[src/rtl/sdram_pkg.sv]
// Shared definitions for the byte-wide SDRAM controller and its host-side word bridge.
package sdram_pkg;
  localparam int WORD_BYTES = 4;

  typedef enum logic [1:0] {
    ST_IDLE    = 2'd0,
    ST_ISSUE   = 2'd1,
    ST_WAIT_RD = 2'd2,
    ST_RESP    = 2'd3
  } bridge_state_t;

  // Controller command encoding {cs_n, ras_n, cas_n, we_n} and timing in clocks
  localparam logic [3:0] CMD_NOP       = 4'b0111;
  localparam logic [3:0] CMD_ACTIVE    = 4'b0011;
  localparam logic [3:0] CMD_READ      = 4'b0101;
  localparam logic [3:0] CMD_WRITE     = 4'b0100;
  localparam logic [3:0] CMD_PRECHARGE = 4'b0010;
  localparam logic [3:0] CMD_REFRESH   = 4'b0001;
  localparam int T_RCD = 2;
  localparam int T_CAS = 2;
  localparam int T_RP  = 2;
  localparam int T_RFC = 7;
endpackage

[src/rtl/sdram_word_bridge_be_next_idx.sv]
// Finds the next enabled byte lane at or above (incl=1) / strictly above (incl=0) idx.
import sdram_pkg::*;

module be_next_idx (
  input  logic [WORD_BYTES-1:0] be,
  input  logic [1:0]            idx,
  input  logic                  incl,
  output logic [1:0]            nxt,
  output logic                  none
);
  // Scanning downward lets the lowest qualifying lane win.
  always_comb begin
    nxt  = 2'd0;
    none = 1'b1;
    for (int k = WORD_BYTES - 1; k >= 0; k--) begin
      if (be[k] && ((k > int'(idx)) || (incl && (k == int'(idx))))) begin
        nxt  = 2'(k);
        none = 1'b0;
      end
    end
  end
endmodule

[src/rtl/sdram_word_bridge.sv]
// Serializes 32-bit host word requests into single-byte SDRAM controller ops, ascending lane order.
import sdram_pkg::*;

module sdram_word_bridge #(
  parameter int ADDR_DEPTH = 25
) (
  input  logic                  clk,
  input  logic                  rst,
  input  logic                  req_valid,
  output logic                  req_ready,
  input  logic                  req_we,
  input  logic [ADDR_DEPTH-1:0] req_addr,
  input  logic [31:0]           req_wdata,
  input  logic [3:0]            req_be,
  output logic                  rsp_valid,
  input  logic                  rsp_ready,
  output logic [31:0]           rsp_rdata,
  output logic [ADDR_DEPTH-1:0] mem_addr,
  output logic [7:0]            mem_wdata,
  output logic                  mem_rd,
  output logic                  mem_wr,
  input  logic                  mem_rdy,
  input  logic                  mem_val,
  input  logic [7:0]            mem_rdata
);
  bridge_state_t         state_q, state_d;
  logic [ADDR_DEPTH-3:0] word_q, word_d;
  logic [31:0]           wdata_q, wdata_d;
  logic [31:0]           rdata_q, rdata_d;
  logic [3:0]            be_q, be_d;
  logic                  we_q, we_d;
  logic [1:0]            idx_q, idx_d;
  logic [1:0]            first_idx, next_idx;
  logic                  first_none, next_none;
  logic                  unused_addr_lsb;

  assign unused_addr_lsb = ^req_addr[1:0];

  be_next_idx u_first (.be(req_be), .idx(2'd0),  .incl(1'b1), .nxt(first_idx), .none(first_none));
  be_next_idx u_next  (.be(be_q),   .idx(idx_q), .incl(1'b0), .nxt(next_idx),  .none(next_none));

  always_comb begin
    state_d = state_q;
    word_d  = word_q;
    wdata_d = wdata_q;
    rdata_d = rdata_q;
    be_d    = be_q;
    we_d    = we_q;
    idx_d   = idx_q;
    case (state_q)
      ST_IDLE: begin
        if (req_valid) begin
          word_d  = req_addr[ADDR_DEPTH-1:2];
          wdata_d = req_wdata;
          be_d    = req_be;
          we_d    = req_we;
          rdata_d = '0;
          idx_d   = first_idx;
          // An empty write completes immediately; an empty read still owes a response.
          if (!first_none)  state_d = ST_ISSUE;
          else if (!req_we) state_d = ST_RESP;
        end
      end
      ST_ISSUE: begin
        if (mem_rdy) begin
          if (!we_q)          state_d = ST_WAIT_RD;
          else if (next_none) state_d = ST_IDLE;
          else                idx_d   = next_idx;
        end
      end
      ST_WAIT_RD: begin
        if (mem_val) begin
          rdata_d[{idx_q, 3'b000} +: 8] = mem_rdata;
          if (next_none) state_d = ST_RESP;
          else begin
            idx_d   = next_idx;
            state_d = ST_ISSUE;
          end
        end
      end
      ST_RESP: begin
        if (rsp_ready) state_d = ST_IDLE;
      end
      default: state_d = ST_IDLE;
    endcase
  end

  always_ff @(posedge clk) begin
    if (rst) begin
      state_q <= ST_IDLE;
      word_q  <= '0;
      wdata_q <= '0;
      rdata_q <= '0;
      be_q    <= '0;
      we_q    <= 1'b0;
      idx_q   <= 2'd0;
    end else begin
      state_q <= state_d;
      word_q  <= word_d;
      wdata_q <= wdata_d;
      rdata_q <= rdata_d;
      be_q    <= be_d;
      we_q    <= we_d;
      idx_q   <= idx_d;
    end
  end

  assign req_ready = (state_q == ST_IDLE);
  assign rsp_valid = (state_q == ST_RESP);
  assign rsp_rdata = rdata_q;
  assign mem_rd    = (state_q == ST_ISSUE) && !we_q;
  assign mem_wr    = (state_q == ST_ISSUE) && we_q;
  assign mem_addr  = {word_q, idx_q};
  assign mem_wdata = wdata_q[{idx_q, 3'b000} +: 8];
endmodule

[config.mk]
export PLATFORM = sky130hd
export DESIGN_NAME = sdram_word_bridge
export DESIGN_NICKNAME = d
export VERILOG_FILES = /design/src/rtl/sdram_pkg.sv /design/src/rtl/sdram_word_bridge_be_next_idx.sv /design/src/rtl/sdram_word_bridge.sv
export SDC_FILE = /design/constraint.sdc
export NUM_CORES = 1
export LEC_CHECK = 0
export BUFFER_PORTS_ARGS = -buffer_cell sky130_fd_sc_hd__buf_2
export CORE_MARGIN = 5
export CORE_UTILIZATION = 51
export CTS_BUF_LIST = sky130_fd_sc_hd__clkbuf_4 sky130_fd_sc_hd__clkbuf_8
export DETAILED_ROUTE_END_ITERATION = 16
export PLACE_DENSITY = 0.84
export SLEW_MARGIN = 25
export SYNTH_ARGS = -nofsm -noshare
export SYNTH_HDL_FRONTEND = slang
export SYNTH_SLANG_ARGS = --single-unit
[constraint.sdc]
create_clock -name clk -period 1.9 [get_ports clk]
set_input_delay 0.19 -clock clk [delete_from_list [all_inputs] [get_ports clk]]
set_output_delay 0.19 -clock clk [all_outputs]
set_load 0.02 [all_outputs]
## Yosys cells after proc, flatten, opt, wreduce, memory -nomap -nowiden

Cells that the tools add are included.

| word-level totals | value |
|---|---|
| logic and storage cells | 71 |
| bits of input ports | 76 |
| ROM bits | 0 |
| bits in latches | 0 |
| register bits | 96 |
| memory bits (writable) | 0 |
| memories kept | 0 |

| operators by class | value |
|---|---|
| multipliers | 0 |
| $lt $le $gt $ge | 3 |
| shift-type cells | 3 |
| equal/unequal tests | 10 |
| div/mod/pow operators | 0 |
| reduce and logical (&&, ||, !) cells | 13 |
| add/sub/neg operators | 1 |
| muxes and demuxes | 34 |
| bitwise operators | 0 |

Operators by type and width:

| cell | count |
|---|---|
| $mux 32 | 2 |
| $pmux 32 s2 | 1 |
| $mux 2 | 21 |
| $bwmux 32 | 1 |
| $shift 8x7->32 const A | 1 |
| $shiftx 32x6->8 | 1 |
| $shiftx 8x7->32 | 1 |
| $ne 2x2->1 const B | 4 |
| $pmux 2 s4 | 1 |
| $mux 1 | 7 |
| $neg 5->7 | 1 |
| $ne 3x3->1 const B | 2 |
| $pmux 2 s3 | 1 |
| $reduce_and 6->1 | 1 |
| $logic_and 1x1->1 | 5 |
| $reduce_and 5->1 | 1 |
| $eq 2x2->1 const B | 2 |
| $gt 2x2->1 const A | 2 |
| $reduce_and 3->1 | 1 |
| $reduce_bool 3->1 | 1 |
| $eq 2x1->1 const B | 1 |
| $gt 1x2->1 const A | 1 |
| $logic_not 2->1 | 1 |
| $ne 2x1->1 const B | 1 |
| other kinds (3) | 3 |

## Longest topological paths before layout

Gate-level depths: netlist of run 1.

| depth | value |
|---|---|
| depth after elaboration | 9 |
| gate-level depth with buffers | 8 |
| depth with buffers taken out | 7 |

## Cells and area by module

A second synthesis of run 1 with hierarchy kept.

| unflattened totals | value |
|---|---|
| cells, all modules | 501 |
| area total of the unflattened synthesis | 4220.3 um^2 |

Modules (own cells, without submodules):

| module | area an instance (um^2) | instances | seq. area each (um^2) | cells an instance |
|---|---|---|---|---|
| sdram_word_bridge | 4020.1 | 1 | 1921.8 | 469 |
| be_next_idx | 100.1 | 2 | 0.0 | 16 |

## Worst setup path before layout of run 1

No wires, ideal clock.

| timing | value |
|---|---|
| path kind | reg2reg |
| start point | register idx_q[1] |
| end point | register rdata_q[10], in the netlist rsp_rdata[10] |
| arrival time | 1.882 ns |
| period minus slack after synthesis | 1.953 ns |
| path buffers | 1 |
| stages on the path, launching flop included | 8 |
| setup slack | -0.053 ns |
| cell sequence | dfxtp_1 buf_6 inv_1 ha_1 nand2_1 nor3_1 nand3_1 a21oi_1 |

| on the way | value |
|---|---|
| word-level cells in the longest chain between the ends | 5 |

Ends and longest elaborated chain:

| element | line | RTL |
|---|---|---|
| start, declared | sdram_word_bridge.sv:32 | `logic [1:0] idx_q, idx_d;` |
| start signal, assigned | sdram_word_bridge.sv:104 | `idx_q <= idx_d;` |
| $neg 5->7 * | sdram_word_bridge.sv:73 | `rdata_d[{idx_q, 3'b000} +: 8] = mem_rdata;` |
| $shiftx 8x7->32 or $shift 8x7->32 (tied branches) | sdram_word_bridge.sv:73 |  |
| $bwmux 32 * | sdram_word_bridge.sv:73 |  |
| $mux 32 * | sdram_word_bridge.sv:72 | `if (mem_val) begin` |
| $pmux 32 s2 * | sdram_word_bridge.sv:50 | `case (state_q)` |
| end signal, assigned | sdram_word_bridge.sv:101 | `rdata_q <= rdata_d;` |
| end, declared | sdram_word_bridge.sv:29 | `logic [31:0] rdata_q, rdata_d;` |

Every way passes the cells marked *; elsewhere a longest branch is shown, timed or not. The select of a mux whose other input is x is not followed.
A chain may end at the register's enable or synchronous reset.

## Worst setup path after layout of run 1

| timing | value |
|---|---|
| start point | register state_q[1] |
| end point | register state_q[0] |

| on the way | value |
|---|---|
| word-level cells in the longest chain between the ends | 3 |

Ends and longest elaborated chain:

| element | line | RTL |
|---|---|---|
| start, declared | sdram_word_bridge.sv:26 | `bridge_state_t state_q, state_d;` |
| start signal, assigned | sdram_word_bridge.sv:98 | `state_q <= state_d;` |
| $eq 2x1->1 (tied with other cells) | sdram_word_bridge.sv:50 |  |
| $ne 3x3->1 (no line) (tied with other cells) | n/a |  |
| $reduce_and 6->1 (no line) | n/a |  |

Several ways; a longest one is shown, not always the timed one.

==> impl_metrics.json, run 1 <==
{
  "hpwl_um": 7640,
  "dr_total_vias": 3787,
  "synth_fp_nets": 550,
  "design.core.area_um2": 7650,
  "initial_utilization": 0.516,
  "post-route-period-util": 0.996,
  "finalNetCount": 701,
  "yosysTopAreaCellShare": 0.482,
  "drt_iter0_markers": 148,
  "routedWlPerCell_um": 14.6,
  "r2r_cells": 7,
  "r2r_end": "state_q[0]",
  "drt_first_pass_iters": 5,
  "synth_edf_count": 0,
  "fmax_mhz": 528,
  "io_buffers": 142,
  "critPathKind": "reg2reg",
  "area_growth_syn_to_layout_pct": 31.4,
  "hold_depth": 3,
  "grtUsageTotal": 0.213,
  "synth_cell_types": 41,
  "synth_xor_area_frac": 0,
  "crit_slowest_cell": "a2111o_1",
  "crit_required_ps": 2130,
  "power.leakage_uw": 0.00227,
  "cts.sinks": 95,
  "fp.dieH_um": 98.0,
  "yosysTopAreaCell": "dfxtp_1",
  "routed_wl_um": 10500,
  "hold_viol": 0,
  "cp_slowest_stage_delay_ps": 420,
  "synthSimpleGateAreaFrac": 0.227,
  "cts_tree": "yes",
  "synthArstFlopShare": 0,
  "regToRegSetupSlack_ps": 7,
  "clockBufferDepth": 2,
  "ys_seq_elements": 95,
  "synth_most_common_cell": "nand2_1",
  "crit_buf_inv": 1,
  "min_from": "req_wdata[3]",
  "place_congestion": 0.796,
  "crit_arrival_ps": 2120,
  "synth.yosys.seq_area_share": 0.482,
  "finalSetupViolations": 0,
  "status": "completed",
  "fin_ws_ps": 6.76,
  "synthAdderAreaFrac": 0.0285,
  "ir_drop_mv": 0.701,
  "path_clk_slew_ps": 90,
  "yosys_warnings": 0,
  "drive_gt1_frac": 0.352,
  "ys.flop_type": "dfxtp_1",
  "clock_skew_ps": 13.4,
  "synth.top_cells.by_count": "nand2_1 (149), dfxtp_1 (95), a21oi_1 (83)",
  "synth_top_family_by_area": "simple AND/OR/NAND/NOR gates",
  "grt.overflow.total": 0,
  "critPathLaunchType": "register",
  "via_per_inst": 5.25,
  "synthMuxAreaShare": 0.0561,
  "synthCells": 465,
  "worstMarginPinSlew_ps": 360,
  "cts_max_level": 3,
  "ant_nets": 0,
  "finalMaxSlewViolations": 0,
  "antenna_found_initial": 1,
  "slew_headroom": 0.760,
  "maxCapViolations": 0,
  "fin_crit_ps": 1890,
  "grt_pass1_vias": 3587,
  "ios": 145,
  "crit_family": "simple AND/OR/NAND/NOR gates",
  "syn_area_um2": 3950,
  "grt_pass1_wl_um": 16800,
  "clock_latency_ps": 360,
  "path_cells": "inv_2 > ha_4 > and2b_4 > or2_4 > a2111o_1 > nor3_2 > a211oi_2",
  "r2r_start": "state_q[1]",
  "end_kind": "register",
  "chipWidth_um": 98.0,
  "grt_max_degree": 50,
  "design.die.area_um2": 9600,
  "place_ws_ps": 18.7,
  "drc": 0,
  "cp_max_fo": 4,
  "synth_area_leaders": "dfxtp_1 (48%), nand2_1 (14%), a21oi_1 (11%)",
  "power.density_nw_per_um2": 1300,
  "min_to": "wdata_q[3]",
  "cts_root_buffer": "clkbuf_8",
  "row_count": 32,
  "synth-compound-area-share": 0.163,
  "cts_buffers": 9,
  "syn_avg_cell_area_um2": 8.49,
  "hold_class": "in2reg",
  "diodes": 0,
  "total_power_uw": 6730
}
## what timing repair did
action / CTS / global route
resized for setup: 1 / 26
buffers inserted: 0 / 10
hold buffers: 0 / 0
endpoints found under the setup margin: 1 / 40
pin swaps: 0 / 7
## state kept, by name, indices dropped and copies added, names as in the netlist
register   cells
wdata_q       32
rsp_rdata     32
we_q           1
word_q        23
state_q        2
idx_q          2
be_q           3
## worst max-delay path by stage
| stage | slack (ps) | from | cells past startpoint | endpoint |
|---|---|---|---|---|
| after global routing | -30 | state_q[1] | 8 | idx_q[0] |
| final | 7 | state_q[1] | 7 | state_q[0] |
| after CTS | 10 | state_q[0] | 7 | rsp_rdata[15] |
| after global placement | 120 | state_q[0] | 6 | state_q[1] |
| after floorplan | 30 | idx_q[1] | 8 | rsp_rdata[20] |
| after detailed placement | 20 | state_q[0] | 7 | rsp_rdata[23] |
## metal layers
metal,share of wire,track usage
met4,0.020,0.0756
met2,0.50,0.360
met3,0.088,0.0707
met1,0.39,0.255
met5,0.0012,0
## area by class of cell
| class | instances | area, um^2 |
|---|---|---|
| clock inverter | 5 | 83.8 |
| timing repair buffer | 167 | 943 |
| multi-input combinational | 333 | 1960 |
| tap | 102 | 128 |
| clock buffer | 9 | 124 |
| fill | 630 | 2460 |
| sequential | 95 | 1910 |
| inverter | 10 | 37.5 |
## logic make-up (layout without fill, tap and decap cells)
group	Yosys count	after routing
simple gates	205	205
compound gates	110	110
flops	95	95
buf+inv	37	191
fa+ha+maj	9	9
mux	9	9
## cells in the final DEF, fill, tap and decap left out, types with 2 or more instances in the layout
cell / n
nand2_1: 148
mux4_2: 2
ha_2: 2
dfxtp_2: 2
o21ai_2: 3
nand3_1: 19
clkinvlp_4: 2
buf_12: 3
inv_1: 8
ha_1: 5
bufinv_16: 2
buf_2: 142
a21oi_1: 80
dfxtp_1: 92
a22oi_1: 11
a21oi_2: 3
nor2_1: 17
nor3_2: 3
buf_4: 21
o22ai_1: 2
inv_2: 2
clkbuf_8: 9
nand3_2: 2
ha_4: 2
mux4_1: 6
nor4_4: 2
## where the power goes
part           total [uW]  leakage [uW]  internal, uW  switching [uW]
Clock                1420     0.0000978           732             688
Sequential           2430      0.000776          2270             153
Combinational        2890       0.00140          1160            1730
Total                6730       0.00227          4160            2570
## through the flow
step	setup TNS, ps	instances	hold slack [ps]	utilization	instance area (um^2)
2_1_floorplan	0	465	323	-	3970
3_3_place_gp	0	697	429	0.629	4810
3_5_place_dp	0	697	437	0.629	4810
4_1_cts	0	711	45.3	0.656	5020
5_1_grt	-182	721	40.4	0.678	5190
6_report	0	721	58.3	0.678	5190
## worst register-to-register path: stages, from the launching register on
cell and delay [ps]:
dfxtp_2 380, inv_2 70, ha_4 160, and2b_4 180, or2_4 250, a2111o_1 420
nor3_2 230, a211oi_2 50
Note: power is estimated with default switching activity, not from simulation.
==> run 2, diff against run 1 <==
--- a/config.mk
+++ b/config.mk
@@ -7,10 +7,10 @@
 export LEC_CHECK = 0
 export BUFFER_PORTS_ARGS = -buffer_cell sky130_fd_sc_hd__buf_2
 export CORE_MARGIN = 5
-export CORE_UTILIZATION = 51
+export CORE_UTILIZATION = 45
 export CTS_BUF_LIST = sky130_fd_sc_hd__clkbuf_4 sky130_fd_sc_hd__clkbuf_8
 export DETAILED_ROUTE_END_ITERATION = 16
-export PLACE_DENSITY = 0.84
+export PLACE_DENSITY = 0.76
 export SLEW_MARGIN = 25
 export SYNTH_ARGS = -nofsm -noshare
 export SYNTH_HDL_FRONTEND = slang
==> run 2 against run 1 <==
- sequential power barely moved
- final cell count increased by 0.69%
- die area is 12% higher
- clock power is 13% lower
- clock skew shrank 5.1 ps
- register-to-register slack improved by 20 ps
- maximum frequency grew 1.1%
- critical path depth fell by 1
- largest power group unchanged
==> impl_metrics.json, run 2 (same netlist as run 1, synthesis figures left out) <==
{
  "path_clk_slew_ps": 100,
  "clock_skew_ps": 8.34,
  "initial_utilization": 0.457,
  "worstMarginPinSlew_ps": 555,
  "final_cells": 726,
  "place_congestion": 0.846,
  "via_per_inst": 5.18,
  "cts_buffers": 9,
  "clockBufferDepth": 2,
  "p_seq_frac": 0.371,
  "cts.sinks": 95,
  "grt_pass1_vias": 3623,
  "maxCapViolations": 0,
  "design.die.area_um2": 10700,
  "routed_wl_um": 10800,
  "drt_iter0_markers": 188,
  "end_kind": "register",
  "grtUsageTotal": 0.190,
  "cp_max_fo": 4,
  "crit_required_ps": 2140,
  "internal-power_uw": 3960,
  "power.leakage_uw": 0.00223,
  "antenna_found_initial": 1,
  "ant_nets": 0,
  "status": "completed",
  "final_common_cell": "nand2_1",
  "dp_cells": 700,
  "dr_total_vias": 3762,
  "power.density_nw_per_um2": 1260,
  "grt_max_degree": 59,
  "chipWidth_um": 104,
  "cts_root_buffer": "clkbuf_8",
  "ios": 145,
  "diodes": 0,
  "finalNetCount": 698,
  "drc": 0,
  "routedWlPerCell_um": 14.9,
  "grt_setup_unrepaired": "yes",
  "clock_latency_ps": 350,
  "io_buffers": 142,
  "total_power_uw": 6570,
  "grt_pass1_wl_um": 17200,
  "area_growth_syn_to_layout_pct": 32.6,
  "net-switching-power_uw": 2620,
  "critPathKind": "reg2reg",
  "fin_crit_ps": 1870,
  "final_cell_mix": "nand2_1 (146), buf_2 (134), dfxtp_1 (91)",
  "cts_tree": "yes",
  "drt_first_pass_iters": 4,
  "row_count": 34,
  "clkPwrFrac": 0.189,
  "ir_drop_mv": 0.632,
  "critPathLaunchType": "register",
  "fmax_mhz": 534,
  "slew_headroom": 0.627,
  "r2r_cells": 6,
  "fp.dieH_um": 104,
  "hold_class": "in2reg",
  "hold_depth": 3,
  "p_sw_frac": 0.398,
  "power_frac_comb": 0.440,
  "crit_arrival_ps": 2120,
  "finalMaxSlewViolations": 0,
  "post-route-period-util": 0.985,
  "cts_max_level": 3,
  "hpwl_um": 7650,
  "drive_gt1_frac": 0.369,
  "finalSetupViolations": 0,
  "hold_viol": 0,
  "cts_hold_buf": 0,
  "grt.overflow.total": 0,
  "design.core.area_um2": 8640
}
[run 2: changes by cell type in the layout (fill, tap and decap cells not counted), sizes merged]
cell      before  now
bufinv         2    0
clkinvlp       2    3
clkbuf         9   12
buf          167  163
clkinv         0    2
inv           11   10
[run 2: critical path, cell delays in order (launching register included)]
cell,delay [ps]
dfxtp_2,350
inv_1,80
ha_2,190
and2b_4,190
or2_4,270
a2111o_1,430
o31a_1,260
[run 2: power by group through the flow]
stage / clock (uW) / combinational, uW / sequential (uW)
after floorplan: 0 / 1690 / 2570
after global placement: 0 / 2490 / 2440
after detailed placement: 0 / 2540 / 2460
after CTS: 1280 / 2580 / 2420
after global routing: 1370 / 3170 / 2470
final: 1240 / 2890 / 2440
[run 2: repair_timing]
item,4_1_cts,5_1_grt
gates cloned,0,1
buffers inserted,1,8
pin swaps,0,7
endpoints found under the setup margin,8,43
gates resized for setup,8,48
[run 2: cell type report]
class,instances,area [um^2]
inverter,10,41.3
fill,801,3400
multi-input combinational,333,1970
sequential,95,1910
tap,108,135
clock inverter,5,41.3
timing repair buffer,164,993
clock buffer,11,145
[run 2: final timing paths]
path	startpoint	end	slack, ps
setup / recovery	state_q[1]	state_q[1]	30
hold / removal	req_addr[3]	word_q[1]	60
setup reg to reg	state_q[1]	state_q[1]	30
hold reg to reg	rsp_rdata[26]	rsp_rdata[26]	450
[run 2: per-stage QoR]
| step | TNS [ps] | hold slack [ps] | setup WS, ps | utilization | area (um^2) |
|---|---|---|---|---|---|
| 2_1_floorplan | 0 | 323 | 30.8 | - | 3970 |
| 3_3_place_gp | 0 | 430 | 108 | 0.557 | 4810 |
| 3_5_place_dp | 0 | 435 | 27.4 | 0.557 | 4810 |
| 4_1_cts | -21.4 | 37.7 | -10.6 | 0.580 | 5010 |
| 5_1_grt | -396 | 39.6 | -58.7 | 0.606 | 5240 |
| 6_report | 0 | 56.8 | 28.1 | 0.606 | 5240 |
[run 2: layer usage]
metal  GRT usage  wire length, um
met1       0.233             4480
met2       0.315             5240
met3      0.0622              878
met4      0.0629              217
met5           0               10
==> run 3, diff against run 2 <==
--- a/config.mk
+++ b/config.mk
@@ -10,7 +10,7 @@
 export CORE_UTILIZATION = 45
 export CTS_BUF_LIST = sky130_fd_sc_hd__clkbuf_4 sky130_fd_sc_hd__clkbuf_8
 export DETAILED_ROUTE_END_ITERATION = 16
-export PLACE_DENSITY = 0.76
+export PLACE_DENSITY = 0.74
 export SLEW_MARGIN = 25
 export SYNTH_ARGS = -nofsm -noshare
 export SYNTH_HDL_FRONTEND = slang
==> run 3 against run 2 <==
- final cell count fell by 0.28%
- count of clock-buffer cells in the layout did not move
- cell area down 1.3%
- routed wire length fell by 1.8%
- via count is 1.8% lower
- non-clock buffer count fell by 2
- clock power increased by 14%
- die area is the same
- power up 0.25%
- critical path type unchanged
- critical endpoint unchanged
- largest cell class is now flip-flops and latches
==> impl_metrics.json, run 3 (same netlist as run 1, synthesis figures left out) <==
{
  "drive_gt1_frac": 0.344,
  "routed_wl_um": 10600,
  "cp_slowest_stage_delay_ps": 440,
  "cts_root_buffer": "clkbuf_8",
  "met1_length_um": 4380,
  "wl_met2_um": 5130,
  "placed_area_um2": 4870,
  "final_core_util": 0.599,
  "power.density_nw_per_um2": 1280,
  "drc": 0,
  "final_area_um2": 5170,
  "critPathKind": "reg2reg",
  "finalSetupViolations": 0,
  "wl_met3_um": 985,
  "hold_class": "in2reg",
  "grtUsageTotal": 0.189,
  "crit_arrival_ps": 2090,
  "hold_viol": 0,
  "drt_first_pass_iters": 4,
  "cts_max_level": 3,
  "via_per_inst": 5.10,
  "path_clk_slew_ps": 100,
  "diodes": 0,
  "place_ws_ps": 15.1,
  "row_count": 34,
  "io_buffers": 142,
  "grt.overflow.total": 0,
  "routedWlPerCell_um": 14.7,
  "finalNetCount": 696,
  "nFillCells": 789,
  "end_kind": "register",
  "fp.dieH_um": 104,
  "critPathLaunchType": "register",
  "place_congestion": 0.868,
  "fin_crit_ps": 1840,
  "cts_tree": "yes",
  "fin_ws_ps": 59.7,
  "slew_headroom": 0.615,
  "fmax_mhz": 543,
  "cp_max_fo": 4,
  "dp_cells": 705,
  "ant_nets": 0,
  "grt_pass1_wl_um": 17100,
  "final_cell_mix": "nand2_1 (148), buf_2 (134), dfxtp_1 (91)",
  "grt_setup_unrepaired": "no",
  "antenna_found_initial": 0,
  "clock_latency_ps": 360,
  "clock_skew_ps": 10.0,
  "grt_pass1_vias": 3488,
  "design.die.area_um2": 10700,
  "final_common_cell": "nand2_1",
  "cts_buffers": 9,
  "post-route-period-util": 0.969,
  "maxCapViolations": 0,
  "dr_total_vias": 3693,
  "grt_max_degree": 45,
  "top_layer_used": "met4",
  "cts.sinks": 95,
  "finalMaxSlewViolations": 0,
  "crit_required_ps": 2140,
  "initial_utilization": 0.457,
  "ir_drop_mv": 0.611,
  "path_cells": "inv_2 > ha_2 > and2b_4 > or2_4 > a2111o_1 > o31a_1",
  "clockBufferDepth": 2,
  "chipWidth_um": 104,
  "crit_slowest_cell": "a2111o_1",
  "area_growth_syn_to_layout_pct": 30.9,
  "hpwl_um": 7890,
  "drt_iter0_markers": 103,
  "cts_hold_buf": 0,
  "power.leakage_uw": 0.00223,
  "status": "completed",
  "final_cells": 724,
  "fin_setup_tns_ps": 0,
  "ios": 145,
  "worstMarginPinSlew_ps": 573,
  "design.core.area_um2": 8640
}
-- run 3: worst paths after layout --
kind	slack, ps	end	from	cells past startpoint
worst min register to register	450	rsp_rdata[13]	rsp_rdata[13]	2
worst min-delay path	50	wdata_q[4]	req_wdata[4]	3
worst max-delay path	60	state_q[1]	state_q[0]	6
worst max register to register	60	state_q[1]	state_q[0]	6
-- run 3: layout make-up --
class,count,area [um^2],share of cell area
Sequential cell,95,1910,0.369
Multi-Input combinational cell,333,1880,0.364
Timing Repair Buffer,162,990,0.191
Clock buffer,11,151,0.0293
Tap cell,108,135,0.0261
Clock inverter,5,65.1,0.0126
Inverter,10,37.5,0.00726
-- run 3: where the power goes --
group | leakage, uW | total [uW] | internal, uW | switching [uW]
clock | 0.000110 | 1410 | 692 | 715
sequential | 0.000776 | 2430 | 2280 | 156
combinational | 0.00134 | 2750 | 1080 | 1670
-- run 3: layer usage --
metal	up-vias	GRT usage
met5	-	0
met3	13	0.0697
met2	151	0.318
met1	1676	0.230
li1	1853	-
met4	0	0.0435
-- run 3: timing repair --
item	CTS	global route
setup buffers	1	2
gates resized for setup	20	19
setup endpoints to repair	9	33
gates cloned	0	0
pin swaps	0	5
-- run 3: stage by stage --
stage	total power (uW)	hold WS, ps
final	6590	55.0
after CTS	6540	46.6
after detailed placement	5070	437
after floorplan	4260	323
after global placement	5000	430
after global routing	7000	40.7
-- run 3: worst max-delay path: cells and delay by family (launching register included) --
kind | cells | cell delay (ps)
AO/OA/AOI/OAI | 2 | 700
AND/OR/NAND/NOR | 2 | 440
flip-flops | 1 | 350
adder cells (fa/ha/maj) | 1 | 180
buffers and inverters | 1 | 50
